`src/rtl/sram_axi_bridge.sv`:
```
// rtl/sram_axi_bridge.sv - sram-like inst/data request channels to a single-beat AXI3 master
module sram_axi_bridge #(
  parameter int ADDR_W = 32,
  parameter int DATA_W = 32
) (
  input  logic                clk,
  input  logic                reset,
  input  logic                inst_req,
  input  logic [1:0]          inst_size,
  input  logic [ADDR_W-1:0]   inst_addr,
  output logic                inst_addr_ok,
  output logic                inst_data_ok,
  output logic [DATA_W-1:0]   inst_rdata,
  input  logic                data_req,
  input  logic                data_wr,
  input  logic [1:0]          data_size,
  input  logic [DATA_W/8-1:0] data_wstrb,
  input  logic [ADDR_W-1:0]   data_addr,
  input  logic [DATA_W-1:0]   data_wdata,
  output logic                data_addr_ok,
  output logic                data_data_ok,
  output logic [DATA_W-1:0]   data_rdata,
  output logic [3:0]          arid,
  output logic [ADDR_W-1:0]   araddr,
  output logic [7:0]          arlen,
  output logic [2:0]          arsize,
  output logic [1:0]          arburst,
  output logic [1:0]          arlock,
  output logic [3:0]          arcache,
  output logic [2:0]          arprot,
  output logic                arvalid,
  input  logic                arready,
  input  logic [3:0]          rid,
  input  logic [DATA_W-1:0]   rdata,
  input  logic [1:0]          rresp,
  input  logic                rlast,
  input  logic                rvalid,
  output logic                rready,
  output logic [3:0]          awid,
  output logic [ADDR_W-1:0]   awaddr,
  output logic [7:0]          awlen,
  output logic [2:0]          awsize,
  output logic [1:0]          awburst,
  output logic [1:0]          awlock,
  output logic [3:0]          awcache,
  output logic [2:0]          awprot,
  output logic                awvalid,
  input  logic                awready,
  output logic [3:0]          wid,
  output logic [DATA_W-1:0]   wdata,
  output logic [DATA_W/8-1:0] wstrb,
  output logic                wlast,
  output logic                wvalid,
  input  logic                wready,
  input  logic [3:0]          bid,
  input  logic [1:0]          bresp,
  input  logic                bvalid,
  output logic                bready
);

  typedef enum logic [1:0] {R_IDLE, R_AR, R_R} r_state_e;
  typedef enum logic [1:0] {W_IDLE, W_REQ, W_B} w_state_e;

  r_state_e            r_state_q, r_state_d;
  w_state_e            w_state_q, w_state_d;
  logic [ADDR_W-1:0]   ar_addr_q, ar_addr_d;
  logic [2:0]          ar_size_q, ar_size_d;
  logic                ar_id_q, ar_id_d;
  logic [ADDR_W-1:0]   aw_addr_q, aw_addr_d;
  logic [2:0]          aw_size_q, aw_size_d;
  logic [DATA_W-1:0]   w_data_q, w_data_d;
  logic [DATA_W/8-1:0] w_strb_q, w_strb_d;
  logic                aw_valid_q, aw_valid_d;
  logic                w_valid_q, w_valid_d;
  logic                b_ok_q, b_ok_d;
  logic                data_rd_go, inst_rd_go, data_wr_go, r_hs;
  logic                unused_axi;

  // Responses are single-beat, so status and id fields on R/B beyond rid are not needed.
  assign unused_axi = ^{rresp, rlast, bid, bresp};

  // A data read waits for the write FSM so it can never overtake a store still in flight.
  always_comb begin
    data_rd_go = (r_state_q == R_IDLE) && data_req && !data_wr && (w_state_q == W_IDLE);
    inst_rd_go = (r_state_q == R_IDLE) && inst_req && !data_rd_go;
    data_wr_go = (w_state_q == W_IDLE) && data_req && data_wr &&
                 ((r_state_q == R_IDLE) || !ar_id_q);
  end

  always_comb begin
    r_state_d = r_state_q;
    ar_addr_d = ar_addr_q;
    ar_size_d = ar_size_q;
    ar_id_d   = ar_id_q;
    case (r_state_q)
      R_IDLE: begin
        if (data_rd_go) begin
          ar_addr_d = data_addr;
          ar_size_d = {1'b0, data_size};
          ar_id_d   = 1'b1;
          r_state_d = R_AR;
        end else if (inst_rd_go) begin
          ar_addr_d = inst_addr;
          ar_size_d = {1'b0, inst_size};
          ar_id_d   = 1'b0;
          r_state_d = R_AR;
        end
      end
      R_AR:    if (arready) r_state_d = R_R;
      R_R:     if (rvalid) r_state_d = R_IDLE;
      default: r_state_d = R_IDLE;
    endcase
  end

  always_comb begin
    w_state_d  = w_state_q;
    aw_addr_d  = aw_addr_q;
    aw_size_d  = aw_size_q;
    w_data_d   = w_data_q;
    w_strb_d   = w_strb_q;
    aw_valid_d = aw_valid_q;
    w_valid_d  = w_valid_q;
    b_ok_d     = 1'b0;
    case (w_state_q)
      W_IDLE: begin
        if (data_wr_go) begin
          aw_addr_d  = data_addr;
          aw_size_d  = {1'b0, data_size};
          w_data_d   = data_wdata;
          w_strb_d   = data_wstrb;
          aw_valid_d = 1'b1;
          w_valid_d  = 1'b1;
          w_state_d  = W_REQ;
        end
      end
      W_REQ: begin
        aw_valid_d = aw_valid_q && !awready;
        w_valid_d  = w_valid_q && !wready;
        if (!aw_valid_d && !w_valid_d) w_state_d = W_B;
      end
      W_B: begin
        if (bvalid) begin
          b_ok_d    = 1'b1;
          w_state_d = W_IDLE;
        end
      end
      default: w_state_d = W_IDLE;
    endcase
  end

  always_ff @(posedge clk) begin
    if (reset) begin
      r_state_q  <= R_IDLE;
      w_state_q  <= W_IDLE;
      ar_addr_q  <= '0;
      ar_size_q  <= '0;
      ar_id_q    <= 1'b0;
      aw_addr_q  <= '0;
      aw_size_q  <= '0;
      w_data_q   <= '0;
      w_strb_q   <= '0;
      aw_valid_q <= 1'b0;
      w_valid_q  <= 1'b0;
      b_ok_q     <= 1'b0;
    end else begin
      r_state_q  <= r_state_d;
      w_state_q  <= w_state_d;
      ar_addr_q  <= ar_addr_d;
      ar_size_q  <= ar_size_d;
      ar_id_q    <= ar_id_d;
      aw_addr_q  <= aw_addr_d;
      aw_size_q  <= aw_size_d;
      w_data_q   <= w_data_d;
      w_strb_q   <= w_strb_d;
      aw_valid_q <= aw_valid_d;
      w_valid_q  <= w_valid_d;
      b_ok_q     <= b_ok_d;
    end
  end

  assign r_hs         = (r_state_q == R_R) && rvalid;
  assign inst_addr_ok = inst_rd_go;
  assign data_addr_ok = data_rd_go || data_wr_go;
  assign inst_data_ok = r_hs && (rid == 4'd0);
  assign data_data_ok = (r_hs && (rid == 4'd1)) || b_ok_q;
  assign inst_rdata   = rdata;
  assign data_rdata   = rdata;

  assign arid    = {3'b000, ar_id_q};
  assign araddr  = ar_addr_q;
  assign arlen   = 8'd0;
  assign arsize  = ar_size_q;
  assign arburst = 2'd1;
  assign arlock  = 2'd0;
  assign arcache = 4'd0;
  assign arprot  = 3'd0;
  assign arvalid = (r_state_q == R_AR);
  assign rready  = (r_state_q == R_R);

  assign awid    = 4'd1;
  assign awaddr  = aw_addr_q;
  assign awlen   = 8'd0;
  assign awsize  = aw_size_q;
  assign awburst = 2'd1;
  assign awlock  = 2'd0;
  assign awcache = 4'd0;
  assign awprot  = 3'd0;
  assign awvalid = aw_valid_q;
  assign wid     = 4'd1;
  assign wdata   = w_data_q;
  assign wstrb   = w_strb_q;
  assign wlast   = 1'b1;
  assign wvalid  = w_valid_q;
  assign bready  = (w_state_q == W_B);

endmodule

```
`config.mk`:
```
export PLATFORM = sky130hd
export DESIGN_NAME = sram_axi_bridge
export DESIGN_NICKNAME = d
export VERILOG_FILES = /design/src/rtl/sram_axi_bridge.sv
export SDC_FILE = /design/constraint.sdc
export NUM_CORES = 1
export LEC_CHECK = 0
export BUFFER_PORTS_ARGS = -buffer_cell sky130_fd_sc_hd__buf_4
export CAP_MARGIN = 30
export CORE_AREA = 5 5 146 148
export DETAILED_ROUTE_END_ITERATION = 10
export DIE_AREA = 0 0 151 153
export GPL_ROUTABILITY_DRIVEN = 0
export PLACE_DENSITY = 0.59
export SYNTH_ARGS = -nofsm -noshare
export SYNTH_HDL_FRONTEND = slang
export SYNTH_SLANG_ARGS = --single-unit
```
`constraint.sdc`:
```
create_clock -name clk -period 2.4 [get_ports clk]
set_input_delay 0.48 -clock clk [delete_from_list [all_inputs] [get_ports clk]]
set_output_delay 0.48 -clock clk [all_outputs]
set_load 0.02 [all_outputs]
```
==> reports/results.md <==
### Clocking
* done — clock tree from TritonCTS
* 0 — Post-CTS Setup Inserts
* 0 — Post-CTS Hold Fix Bufs
* clkbuf_16 — buffer type at the clock tree root
* 0.08 ns — Clk pin slew, worst setup/hold paths
* 3 — Clock H-tree levels
* 112 — clk sink count
* 2 — number of buffers on the longest clock path
* 0 — CTS-repair resized insts
* 9 — CTS buffer count
* 0.35 ns — clock latency on the worst-skew pair

### Timing
* no — unrepaired setup endpoints after global routing
* 0.0110 ns — post-route clock skew
* 0.947 — Tcrit/Tclk final
* 0.925 ns — Worst Max-Slew Pin Slew
* 0 ns — Setup TNS Final
* 440 MHz — highest attainable clock frequency
* 0.383 — Relative slew margins
* 0.374 ns — final hold slack
* 2.27 ns — clock period minus worst slack
* 0 — Max Transition Viols Final
* 0 — final hold violation count
* 0 — final setup vio count

### Yosys
* nand2_1 (212), buf_4 (117), dfxtp_1 (112) — list of most frequent post-synthesis cells
* dfxtp_1 (40%), buf_4 (15%), nand2_1 (14%), mux2i_1 (12%), a311oi_2 (4.2%) — largest cells by area after synthesis
* 5670 sq um — netlist area before placement
* dfxtp_1 — cell type with the largest total area after synthesis
* 112 — flop and latch count out of synthesis
* 0 — synthesis warning total
* 8.45 sq um — Synth Area per Inst
* 0.396 — share of the synthesized area in the top cell type
* 0 — share of async-settable or async-resettable flops after synthesis
* dfxtp_1 — most used flip-flop cell after synthesis
* nand2_1 — most common cell in the synthesized netlist
* 671 — Syn Inst Count
* 0 — count of flip-flops with a built-in enable after synthesis
* 33 — library cells used by synthesis
* 0.396 — part of the Yosys area used for sequential elements

### Drt
* 0 — number of nets with antenna violations after detailed routing
* 6 — first-pass iteration count of the detailed router
* 0 — Remaining DRCs
* 17600 microns — total detailed-routing wirelength
* 4.41 — ratio of routed vias to standard cells
* 4792 — routed via count
* 166 — count of routing violations after the opening detailed-route iteration
* 16.2 microns — average detailed-routed wire length per instance

### Global route
* 0 — initial antenna violation count
* 63 — largest net degree at the start of global routing
* 0 — global route total overflow
* 0.148 — total track usage
* 4860 — vias in the first global route
* 26900 microns — global-route wire length before repair

### Final layout
* 2093 — number of fillers in the final layout
* 0 — antenna cell count
* 972 — number of nets at the end of the flow
* 0.348 — fraction of layout cells with a size suffix above 1
* 0.365 — final design utilization
* 1087 — non-filler instance count after layout
* 28.1% — layout overhead on the synthesized area

### Placement
* 231 — buffers added on ports
* 12700 microns — Detailed Place HPWL
* 1072 — cell total after placement

### Worst setup path
* 1.92 ns — Required @ worst endpoint
* r_state_q[1] — startpoint of the worst setup timing path
* 1.79 ns — Arrival @ worst endpoint
* register to output pin — crit path kind
* 4 — length in cells of the worst reg-to-reg path
* araddr[28] — worst reg2reg path endpoint
* 4 — Critical Path Fanout Max
* register — startpoint kind of the worst setup timing path
* r_state_q[1] — startpoint of the worst register-to-register path
* 0.58 ns — R2R Setup Slk
* output pin — sort of element at the end of the critical path

### Hold path
* 3 — WHS Path Cells
* primary input to register — worst min-delay path category
* wdata[19] — endpoint of the worst hold path
* data_wdata[19] — beginning of the worst hold path

### Floorplan
* 389 — number of top-level pins
* 151 microns — Die Span X
* 0.285 — starting utilization of the core area
* 153 microns — height of the die
* 52 — # rows
* 23100 sq um — DIE AREA
* 19900 sq um — Core ar.

### Outcome
* finished clean — status

### Power
* 3.21 nW — leakage component of the power
* 669 nW/um^2 — pwr dens
* 0.414 mV — VDD IR-drop max

### Job
* 0 — Max-cap violations

metal layers:
| layer | wire (microns) | global-route usage |
|---|---|---|
| met1 | 6860 | 0.165 |
| met2 | 8410 | 0.248 |
| met3 | 1690 | 0.0574 |
| met4 | 668 | 0.0661 |
| met5 | 0 | 0 |
stage by stage:
stage          area (sq um)  setup WS [ns]  power (mW)
6_report               7260          0.128        4.85
5_1_grt                7260         0.0272        5.13
4_1_cts                7260          0.100        4.94
3_5_place_dp           6990          0.270        3.45
3_3_place_gp           6990          0.266        3.45
2_1_floorplan          5860          0.236        3.09
cells by family (layout without fill, tap and decap cells):
group / Yosys count / in the layout / synth area share
flip-flops: 112 / 112 / 0.396
other: 2 / 52 / 0.00132
buffers and inverters: 169 / 265 / 0.197
AO/OA/AOI/OAI: 49 / 49 / 0.0859
AND/OR/NAND/NOR: 269 / 269 / 0.197
multiplexers: 70 / 70 / 0.124
final cells by class:
cell class	instances	area [sq um]	share of cell area
inverters	4	17.5	0.00241
multi-input cells	440	2510	0.345
clock inverters	5	41.3	0.00569
well taps	270	338	0.0465
repair buffers	246	1880	0.260
clock buffers	10	229	0.0315
flip-flops and latches	112	2240	0.309
worst max path at each step:
stage	to	cells past startpoint
final	inst_addr_ok	4
after global routing	inst_addr_ok	4
after CTS	inst_addr_ok	4
after detailed placement	inst_addr_ok	5
after global placement	inst_addr_ok	5
after floorplan	inst_addr_ok	6
worst max-delay path: stages, from the launching register on:
cell and delay [ns]:
dfxtp_1 0.32, or3_2 0.48, or2_2 0.32, and2_1 0.15, buf_4 0.16
cell usage in the layout (no fill, tap or decap), types with 2 or more instances in the layout:
cell type,instances
buf_4,243
clkinvlp_4,2
nor2_1,5
clkbuf_16,9
mux2i_1,70
o21ai_0,4
dfxtp_1,112
inv_6,2
inv_1,3
nor2b_1,4
nand2b_1,3
a311oi_2,16
buf_12,3
a311oi_1,18
conb_1,52
nor3_1,34
nand2_1,212
a21oi_1,8
state kept, by name (all words and copies together) (netlist names):
| name | flops |
|---|---|
| wdata | 32 |
| ar_id_q | 1 |
| arsize | 2 |
| w_state_q | 2 |
| b_ok_q | 1 |
| awaddr | 32 |
| wstrb | 4 |
| wvalid | 1 |
| araddr | 32 |
| r_state_q | 2 |
| awsize | 2 |
| awvalid | 1 |
report_power, final:
group / switching [mW] / internal (mW)
Combinational: 0.763 / 0.534
Sequential: 0.0867 / 2.02
Clock: 0.743 / 0.711
Total: 1.59 / 3.26
Power figures use the tool's default switching activity.
